===== config.mk =====
export PLATFORM = sky130hd
export DESIGN_NAME = accum_bank_flat
export DESIGN_NICKNAME = d
export VERILOG_FILES = /design/src/rtl/accum_bank_if.sv /design/src/rtl/accum_bank.sv /design/src/flat_wrapper.sv
export SDC_FILE = /design/constraint.sdc
export NUM_CORES = 2
export LEC_CHECK = 0
export ABC_AREA = 0
export CAP_MARGIN = 20
export CORE_UTILIZATION = 45
export DETAILED_ROUTE_END_ITERATION = 16
export GPL_ROUTABILITY_DRIVEN = 0
export PLACE_DENSITY = 0.72
export RECOVER_POWER = 100
export SLEW_MARGIN = 20
export SYNTH_ARGS = -nofsm -noshare
export SYNTH_HDL_FRONTEND = slang
export SYNTH_SLANG_ARGS = --single-unit

===== constraint.sdc =====
create_clock -name clk -period 76 [get_ports clk]
set_input_delay 22.8 -clock clk [delete_from_list [all_inputs] [get_ports clk]]
set_output_delay 22.8 -clock clk [all_outputs]
set_load 0.1 [all_outputs]

===== src/rtl/accum_bank_if.sv =====
// accum_bank_if: write-request, swap-control and read-port bundle for accum_bank.
// The master drives requests; the slave (the buffer) returns status and read data.
interface accum_bank_if #(
    parameter int unsigned SYS_COL    = 4,
    parameter int unsigned ACCUM_ROW  = 4,
    parameter int unsigned DATA_WIDTH = 32,
    parameter int unsigned NUM_BANK   = 2
);
    localparam int unsigned ADDR_WIDTH = $clog2(ACCUM_ROW);
    localparam int unsigned BANK_WIDTH = $clog2(NUM_BANK);

    logic                         wr_en_in;
    logic [ADDR_WIDTH-1:0]        wr_addr_in;
    logic                         wr_acc_in;
    logic signed [DATA_WIDTH-1:0] wr_data [SYS_COL];
    logic                         flush;
    logic                         swap_req;
    logic                         swap_ack;
    logic [BANK_WIDTH-1:0]        wr_bank;
    logic                         busy;
    logic                         rd_en;
    logic [BANK_WIDTH-1:0]        rd_bank;
    logic [ADDR_WIDTH-1:0]        rd_addr;
    logic signed [DATA_WIDTH-1:0] rd_data [SYS_COL];
    logic                         rd_valid;
    logic                         ovf;

    modport master (
        output wr_en_in, wr_addr_in, wr_acc_in, wr_data, flush, swap_req,
        output rd_en, rd_bank, rd_addr,
        input  swap_ack, wr_bank, busy, rd_data, rd_valid, ovf
    );

    modport slave (
        input  wr_en_in, wr_addr_in, wr_acc_in, wr_data, flush, swap_req,
        input  rd_en, rd_bank, rd_addr,
        output swap_ack, wr_bank, busy, rd_data, rd_valid, ovf
    );
endinterface


===== src/rtl/accum_bank.sv =====
// accum_bank: multi-bank, column-skewed accumulator buffer fed by the systolic array.
// Optional feature macro ACCUM_SAT_EN: saturating accumulate with a sticky ovf flag.
module accum_bank #(
    parameter int unsigned SYS_COL    = 4,
    parameter int unsigned ACCUM_ROW  = 4,
    parameter int unsigned DATA_WIDTH = 32,
    parameter int unsigned NUM_BANK   = 2
) (
    input logic          clk,
    input logic          rst,
    accum_bank_if.slave  bus
);
    localparam int unsigned ADDR_WIDTH = $clog2(ACCUM_ROW);
    localparam int unsigned BANK_WIDTH = $clog2(NUM_BANK);
    localparam int unsigned PIPE_N     = (SYS_COL > 1) ? SYS_COL - 1 : 1;
`ifdef ACCUM_SAT_EN
    localparam int unsigned SUM_W      = DATA_WIDTH + 1;
    localparam logic signed [DATA_WIDTH-1:0] SAT_MAX = {1'b0, {(DATA_WIDTH-1){1'b1}}};
    localparam logic signed [DATA_WIDTH-1:0] SAT_MIN = {1'b1, {(DATA_WIDTH-1){1'b0}}};
`else
    localparam int unsigned SUM_W      = DATA_WIDTH;
`endif
    // Extra MSB keeps the range compare meaningful for power-of-two sizes too.
    localparam logic [ADDR_WIDTH:0] ROW_LIM  = (ADDR_WIDTH+1)'(ACCUM_ROW);
    localparam logic [BANK_WIDTH:0] BANK_LIM = (BANK_WIDTH+1)'(NUM_BANK);

    typedef struct packed {
        logic                  valid;
        logic [ADDR_WIDTH-1:0] addr;
        logic                  acc;
        logic [BANK_WIDTH-1:0] bank;
    } stage_t;

    logic signed [DATA_WIDTH-1:0] mem [NUM_BANK][ACCUM_ROW][SYS_COL];
    stage_t                       pipe   [PIPE_N];   // pipe[k] drives column k+1
    stage_t                       pipe_d [PIPE_N];
    stage_t                       stg_c  [SYS_COL];  // request owning each column this cycle
    logic signed [SUM_W-1:0]      sum_c  [SYS_COL];
    logic signed [DATA_WIDTH-1:0] wval_c [SYS_COL];
    logic [SYS_COL-1:0]           wen_c;
    logic                         addr_ok_c;
    logic                         rd_ok_c;
    logic                         swap_ok_c;
    logic                         busy_d;

    assign addr_ok_c = {1'b0, bus.wr_addr_in} < ROW_LIM;
    assign rd_ok_c   = ({1'b0, bus.rd_bank} < BANK_LIM) && ({1'b0, bus.rd_addr} < ROW_LIM);
    assign swap_ok_c = bus.swap_req && !bus.busy && !bus.wr_en_in;

    // Column view of the skew pipeline plus next pipeline state.
    always_comb begin
        stg_c[0].valid = bus.wr_en_in && !bus.flush && addr_ok_c;
        stg_c[0].addr  = bus.wr_addr_in;
        stg_c[0].acc   = bus.wr_acc_in;
        stg_c[0].bank  = bus.wr_bank;
        for (int unsigned k = 1; k < SYS_COL; k++) begin
            stg_c[k] = pipe[k-1];
        end
        for (int unsigned k = 0; k < PIPE_N; k++) begin
            pipe_d[k] = '0;
        end
        if (!bus.flush && SYS_COL > 1) begin
            pipe_d[0] = stg_c[0];
            for (int unsigned k = 1; k < PIPE_N; k++) begin
                pipe_d[k] = pipe[k-1];
            end
        end
        busy_d = 1'b0;
        for (int unsigned k = 0; k < PIPE_N; k++) begin
            busy_d = busy_d | pipe_d[k].valid;
        end
    end

    // Per-column read-modify-write value; the live memory word makes same-row chains correct.
    always_comb begin
        for (int unsigned j = 0; j < SYS_COL; j++) begin
            wen_c[j]  = stg_c[j].valid && !bus.flush;
            sum_c[j]  = SUM_W'(mem[stg_c[j].bank][stg_c[j].addr][j]) + SUM_W'(bus.wr_data[j]);
            wval_c[j] = bus.wr_data[j];
            if (stg_c[j].acc) begin
`ifdef ACCUM_SAT_EN
                if (sum_c[j][DATA_WIDTH] != sum_c[j][DATA_WIDTH-1]) begin
                    wval_c[j] = sum_c[j][DATA_WIDTH] ? SAT_MIN : SAT_MAX;
                end else begin
                    wval_c[j] = sum_c[j][DATA_WIDTH-1:0];
                end
`else
                wval_c[j] = sum_c[j][DATA_WIDTH-1:0];
`endif
            end
        end
    end

    always_ff @(posedge clk or posedge rst) begin
        if (rst) begin
            for (int unsigned b = 0; b < NUM_BANK; b++) begin
                for (int unsigned a = 0; a < ACCUM_ROW; a++) begin
                    for (int unsigned j = 0; j < SYS_COL; j++) begin
                        mem[b][a][j] <= '0;
                    end
                end
            end
        end else begin
            for (int unsigned j = 0; j < SYS_COL; j++) begin
                if (wen_c[j]) begin
                    mem[stg_c[j].bank][stg_c[j].addr][j] <= wval_c[j];
                end
            end
        end
    end

    always_ff @(posedge clk or posedge rst) begin
        if (rst) begin
            for (int unsigned k = 0; k < PIPE_N; k++) begin
                pipe[k] <= '0;
            end
            bus.busy     <= 1'b0;
            bus.swap_ack <= 1'b0;
            bus.wr_bank  <= '0;
        end else begin
            pipe         <= pipe_d;
            bus.busy     <= busy_d;
            bus.swap_ack <= swap_ok_c;
            if (swap_ok_c) begin
                bus.wr_bank <= (bus.wr_bank == BANK_WIDTH'(NUM_BANK - 1)) ? '0
                               : bus.wr_bank + BANK_WIDTH'(1);
            end
        end
    end

    // Read port returns pre-edge contents, so a same-cycle commit is not visible yet.
    always_ff @(posedge clk or posedge rst) begin
        if (rst) begin
            bus.rd_valid <= 1'b0;
            for (int unsigned j = 0; j < SYS_COL; j++) begin
                bus.rd_data[j] <= '0;
            end
        end else begin
            bus.rd_valid <= bus.rd_en;
            if (bus.rd_en) begin
                for (int unsigned j = 0; j < SYS_COL; j++) begin
                    bus.rd_data[j] <= rd_ok_c ? mem[bus.rd_bank][bus.rd_addr][j] : '0;
                end
            end
        end
    end

`ifdef ACCUM_SAT_EN
    logic [SYS_COL-1:0] clamp_c;

    always_comb begin
        for (int unsigned j = 0; j < SYS_COL; j++) begin
            clamp_c[j] = wen_c[j] && stg_c[j].acc
                         && (sum_c[j][DATA_WIDTH] != sum_c[j][DATA_WIDTH-1]);
        end
    end

    // Sticky until reset or an accepted swap (no commit can coincide with a swap).
    always_ff @(posedge clk or posedge rst) begin
        if (rst) begin
            bus.ovf <= 1'b0;
        end else if (swap_ok_c) begin
            bus.ovf <= 1'b0;
        end else if (|clamp_c) begin
            bus.ovf <= 1'b1;
        end
    end
`else
    assign bus.ovf = 1'b0;
`endif

endmodule


===== src/flat_wrapper.sv =====
// flat-port wrapper written by rule: the top's interface ports become plain ports
module accum_bank_flat 
#(
    parameter int unsigned SYS_COL    = 4,
    parameter int unsigned ACCUM_ROW  = 4,
    parameter int unsigned DATA_WIDTH = 32,
    parameter int unsigned NUM_BANK   = 2
)
  (clk, rst, bus_wr_en_in, bus_wr_addr_in, bus_wr_acc_in, bus_wr_data, bus_flush, bus_swap_req, bus_rd_en, bus_rd_bank, bus_rd_addr, bus_swap_ack, bus_wr_bank, bus_busy, bus_rd_data, bus_rd_valid, bus_ovf);
  accum_bank_if #(.SYS_COL(SYS_COL), .ACCUM_ROW(ACCUM_ROW), .DATA_WIDTH(DATA_WIDTH), .NUM_BANK(NUM_BANK)) bus_i ();
  input logic clk;
  input logic rst;
  input wire logic [$bits(bus_i.wr_en_in)-1:0] bus_wr_en_in;
  input wire logic [$bits(bus_i.wr_addr_in)-1:0] bus_wr_addr_in;
  input wire logic [$bits(bus_i.wr_acc_in)-1:0] bus_wr_acc_in;
  input wire logic [$bits(bus_i.wr_data)-1:0] bus_wr_data;
  input wire logic [$bits(bus_i.flush)-1:0] bus_flush;
  input wire logic [$bits(bus_i.swap_req)-1:0] bus_swap_req;
  input wire logic [$bits(bus_i.rd_en)-1:0] bus_rd_en;
  input wire logic [$bits(bus_i.rd_bank)-1:0] bus_rd_bank;
  input wire logic [$bits(bus_i.rd_addr)-1:0] bus_rd_addr;
  output wire logic [$bits(bus_i.swap_ack)-1:0] bus_swap_ack;
  output wire logic [$bits(bus_i.wr_bank)-1:0] bus_wr_bank;
  output wire logic [$bits(bus_i.busy)-1:0] bus_busy;
  output wire logic [$bits(bus_i.rd_data)-1:0] bus_rd_data;
  output wire logic [$bits(bus_i.rd_valid)-1:0] bus_rd_valid;
  output wire logic [$bits(bus_i.ovf)-1:0] bus_ovf;
  assign bus_i.wr_en_in = bus_wr_en_in;
  assign bus_i.wr_addr_in = bus_wr_addr_in;
  assign bus_i.wr_acc_in = bus_wr_acc_in;
  assign bus_i.wr_data = {>>{bus_wr_data}};
  assign bus_i.flush = bus_flush;
  assign bus_i.swap_req = bus_swap_req;
  assign bus_i.rd_en = bus_rd_en;
  assign bus_i.rd_bank = bus_rd_bank;
  assign bus_i.rd_addr = bus_rd_addr;
  assign bus_swap_ack = bus_i.swap_ack;
  assign bus_wr_bank = bus_i.wr_bank;
  assign bus_busy = bus_i.busy;
  assign bus_rd_data = {>>{bus_i.rd_data}};
  assign bus_rd_valid = bus_i.rd_valid;
  assign bus_ovf = bus_i.ovf;
  accum_bank #(.SYS_COL(SYS_COL), .ACCUM_ROW(ACCUM_ROW), .DATA_WIDTH(DATA_WIDTH), .NUM_BANK(NUM_BANK)) u_core (.clk(clk), .rst(rst), .bus(bus_i));
endmodule

==> key figures <==
Outcome
  • Run status: complete, but fails checks
  • Failing checks: capacitance limit, slew limit

Finish
  • Non-Filler Instances: around 8,000
  • Area grow syn2layout: 13.1%
  • Design area: 0.0733 sq mm
  • Share of post-route cells with drive strength above 1: 0.166
  • Fillers: approximately 12,000
  • Post-layout net count: 6,244

Critical path
  • Max FO, Critical Path: 171
  • CP endpoint kind: asynchronous set/reset pin
  • Startpoint Class: input pin
  • Worst EP arrival: roughly 41 ns
  • CP Class: in -> async
  • Path depth of the worst reg2reg path: 13
  • CP required: around 73 ns

Route
  • 1st-iter DRT viols: between 3,000 and 4,000
  • Final ANT Viol Nets: 0
  • Drt drc: 0
  • Routed via count: around 48,000
  • Drt wl/cell: 22.4 um
  • Routed Wire Length: 179,000 um
  • DRT Pass-1 Iters: 6
  • Vias/cell: slightly above 6

Worst hold path
  • Hold path depth: 2
  • HP Class: reg -> reg

STA
  • Setup TNS: 0 ns
  • Peak Freq: roughly 23 MHz
  • Rel. slew slack: -4.89
  • Pin slew with the least headroom to its limit: about 8.8 ns
  • Tcrit/Tclk final: 0.573
  • Min Tclk post-route: between 40 and 50 ns
  • Post-route clock skew: slightly above 0.03 ns
  • Hold Vio Cnt, Final: 0
  • Final setup vio count: 0
  • RSZ-0062 raised after global routing: no
  • Fin. max-slew vios: 2,952
  • Hold slack: slightly below 0.5 ns

Synthesis
  • Synth unique cells: 84
  • Yosys reg bits: 1,171
  • Largest area contributor in the netlist: dfrtp_1
  • Commonest cells post-synth: dfrtp_1, nand2_1, o21ai_0
  • Warnings from Yosys: 0
  • Area share of the largest cell type after synthesis: 0.452
  • Asr flop ratio synth: 1.00
  • Synth Cell Area: ~0.065 sq mm
  • Most numerous cell in the Yosys netlist: dfrtp_1
  • Post-synthesis sequential area ratio: 0.452
  • Avg Cell Area, Syn: ~11 sq um
  • Syn nets: a little over 6,000
  • EDFF count, synth: 0
  • Post-Syn Instances: between 5,000 and 6,000
  • Top FF cell, synth: dfrtp_1
  • Largest cells by area after synthesis: dfrtp_1, mux4_2, o21ai_0

Pwr
  • P per Cell Area: around 33 mW/mm^2
  • Leakage: about 31 nW
  • Worst VDD drop: slightly below 0.00006 V

Floorplan
  • Die W: between 300 and 400 um
  • Die footprint: approximately 0.15 sq mm
  • Site row count: 138
  • Placeable Area: between 0.1 and 0.15 sq mm
  • Die Height: roughly 380 um
  • IO Pins: ~270
  • Initial Utilization: 0.455

Placement
  • Post-DP HPWL: approximately 110,000 um
  • IO buf count: between 200 and 300
  • Placed insts: approximately 7,700
  • Post-DP Area: approximately 0.07 sq mm

Clock network
  • Htree depth: 4
  • Clock root buffer: clkbuf_16
  • Clock-pin slew on the worst setup and hold paths: approximately 0.060 ns
  • Clk_lat worst skew: around 0.78 ns
  • Clock tree buffer depth: 3
  • CTS tree: done
  • Post-CTS setup buffers: 0
  • Hold-fix buffers at CTS: 0
  • Clock Sinks: between 1,000 and 1,500
  • Num CTS Buffers: 136
  • Post-cts sizing count: 0

Global routing
  • Initial antenna violation count: 9
  • First-pass GRT wire length: 284,000 um
  • Vias in the first global route: between 40,000 and 50,000
  • Grt total ovfl: 0
  • GRT Util Overall: 0.247
  • Pin count of the biggest net entering global routing: around 170

Job
  • Max-cap violations: about 50
## through the flow
stage,power [mW],worst slack [ns],utilization
6_report,2.42,32.44,0.515
3_5_place_dp,1.75,48.02,0.485
2_1_floorplan,1.53,20.22,-
5_1_grt,2.56,28.28,0.515
3_3_place_gp,1.72,48.13,0.485
4_1_cts,2.44,48.82,0.517
## layer usage
layer  vias up  track usage  part of all wire
met3       331       0.0462             0.068
met5         -            0           0.00021
met1     24400        0.330              0.42
met4         8       0.0826             0.027
li1      21900            -                 -
met2      1708        0.405              0.49
## critical path, cell delays in order
cell,delay (ns)
dlygate4sd3_1,0.55
clkinvlp_2,2.74
clkbuf_1,2.83
clkbuf_1,2.61
clkbuf_1,2.82
clkbuf_1,6.33
## layout by cell type, fill, tap and decap left out, drive strengths merged, types with 23 or more instances in the layout
cell	n
dlygate4sd3	128
nor2	277
nand3	59
or3	25
o21ai	944
a21o	64
mux2i	251
a211oi	35
nor2b	45
buf	37
xnor2	50
a31oi	27
o31ai	49
ha	124
nor3	23
clkbuf	259
xor2	29
mux4	512
mux2	198
clkinv	23
dfrtp	1171
a21oi	302
inv	50
nand2	1046
clkdlybuf4s50	126
## where the power goes
part,switching (mW),internal (mW),leakage [nW]
Clock,0.272,0.407,2.26
Sequential,0.123,0.768,15.4
Combinational,0.484,0.369,13.8
Total,0.879,1.54,31.4
## registers in the layout, summed over array words and instances (netlist names)
register	count
u_core.pipe	15
u_core.bus.wr_bank	1
u_core.bus.rd_data	128
u_core.bus.rd_valid	1
u_core.mem	1024
u_core.bus.busy	1
u_core.bus.swap_ack	1
## layout make-up
type                    instances  area, sq um  share of cell area
clock inverters                43          551             0.00751
diodes                          3         7.51            0.000102
repair buffers                345         3070              0.0418
multi-input cells            4274        33700               0.459
clock buffers                 205         4090              0.0559
inverters                      48          181             0.00248
well taps                    1890         2360              0.0323
flip-flops and latches       1171        29300               0.400
## final timing paths
kind | from | endpoint | slack, ns
setup / recovery | rst | u_core.bus.wr_bank | 32.44
hold / removal | u_core.mem[332] | u_core.mem[332] | 0.49
setup reg to reg | u_core.pipe[13] | u_core.mem[476] | 68.68
hold reg to reg | u_core.mem[332] | u_core.mem[332] | 0.49
max in group clk | bus_wr_addr_in[1] | u_core.mem[118] | 45.15
min in group asynchronous | rst | u_core.bus.rd_data[17] | 24.01
## cells by family after synthesis
kind of cell / share of synthesized area
AND/OR/NAND/NOR: 0.0991
multiplexers: 0.251
flip-flops: 0.452
buffers and inverters: 0.0279
XOR/XNOR: 0.0107
adder cells (fa/ha/maj): 0.0252
AO/OA/AOI/OAI: 0.133
other: 0.0000579
Power figures use the tool's default switching activity.
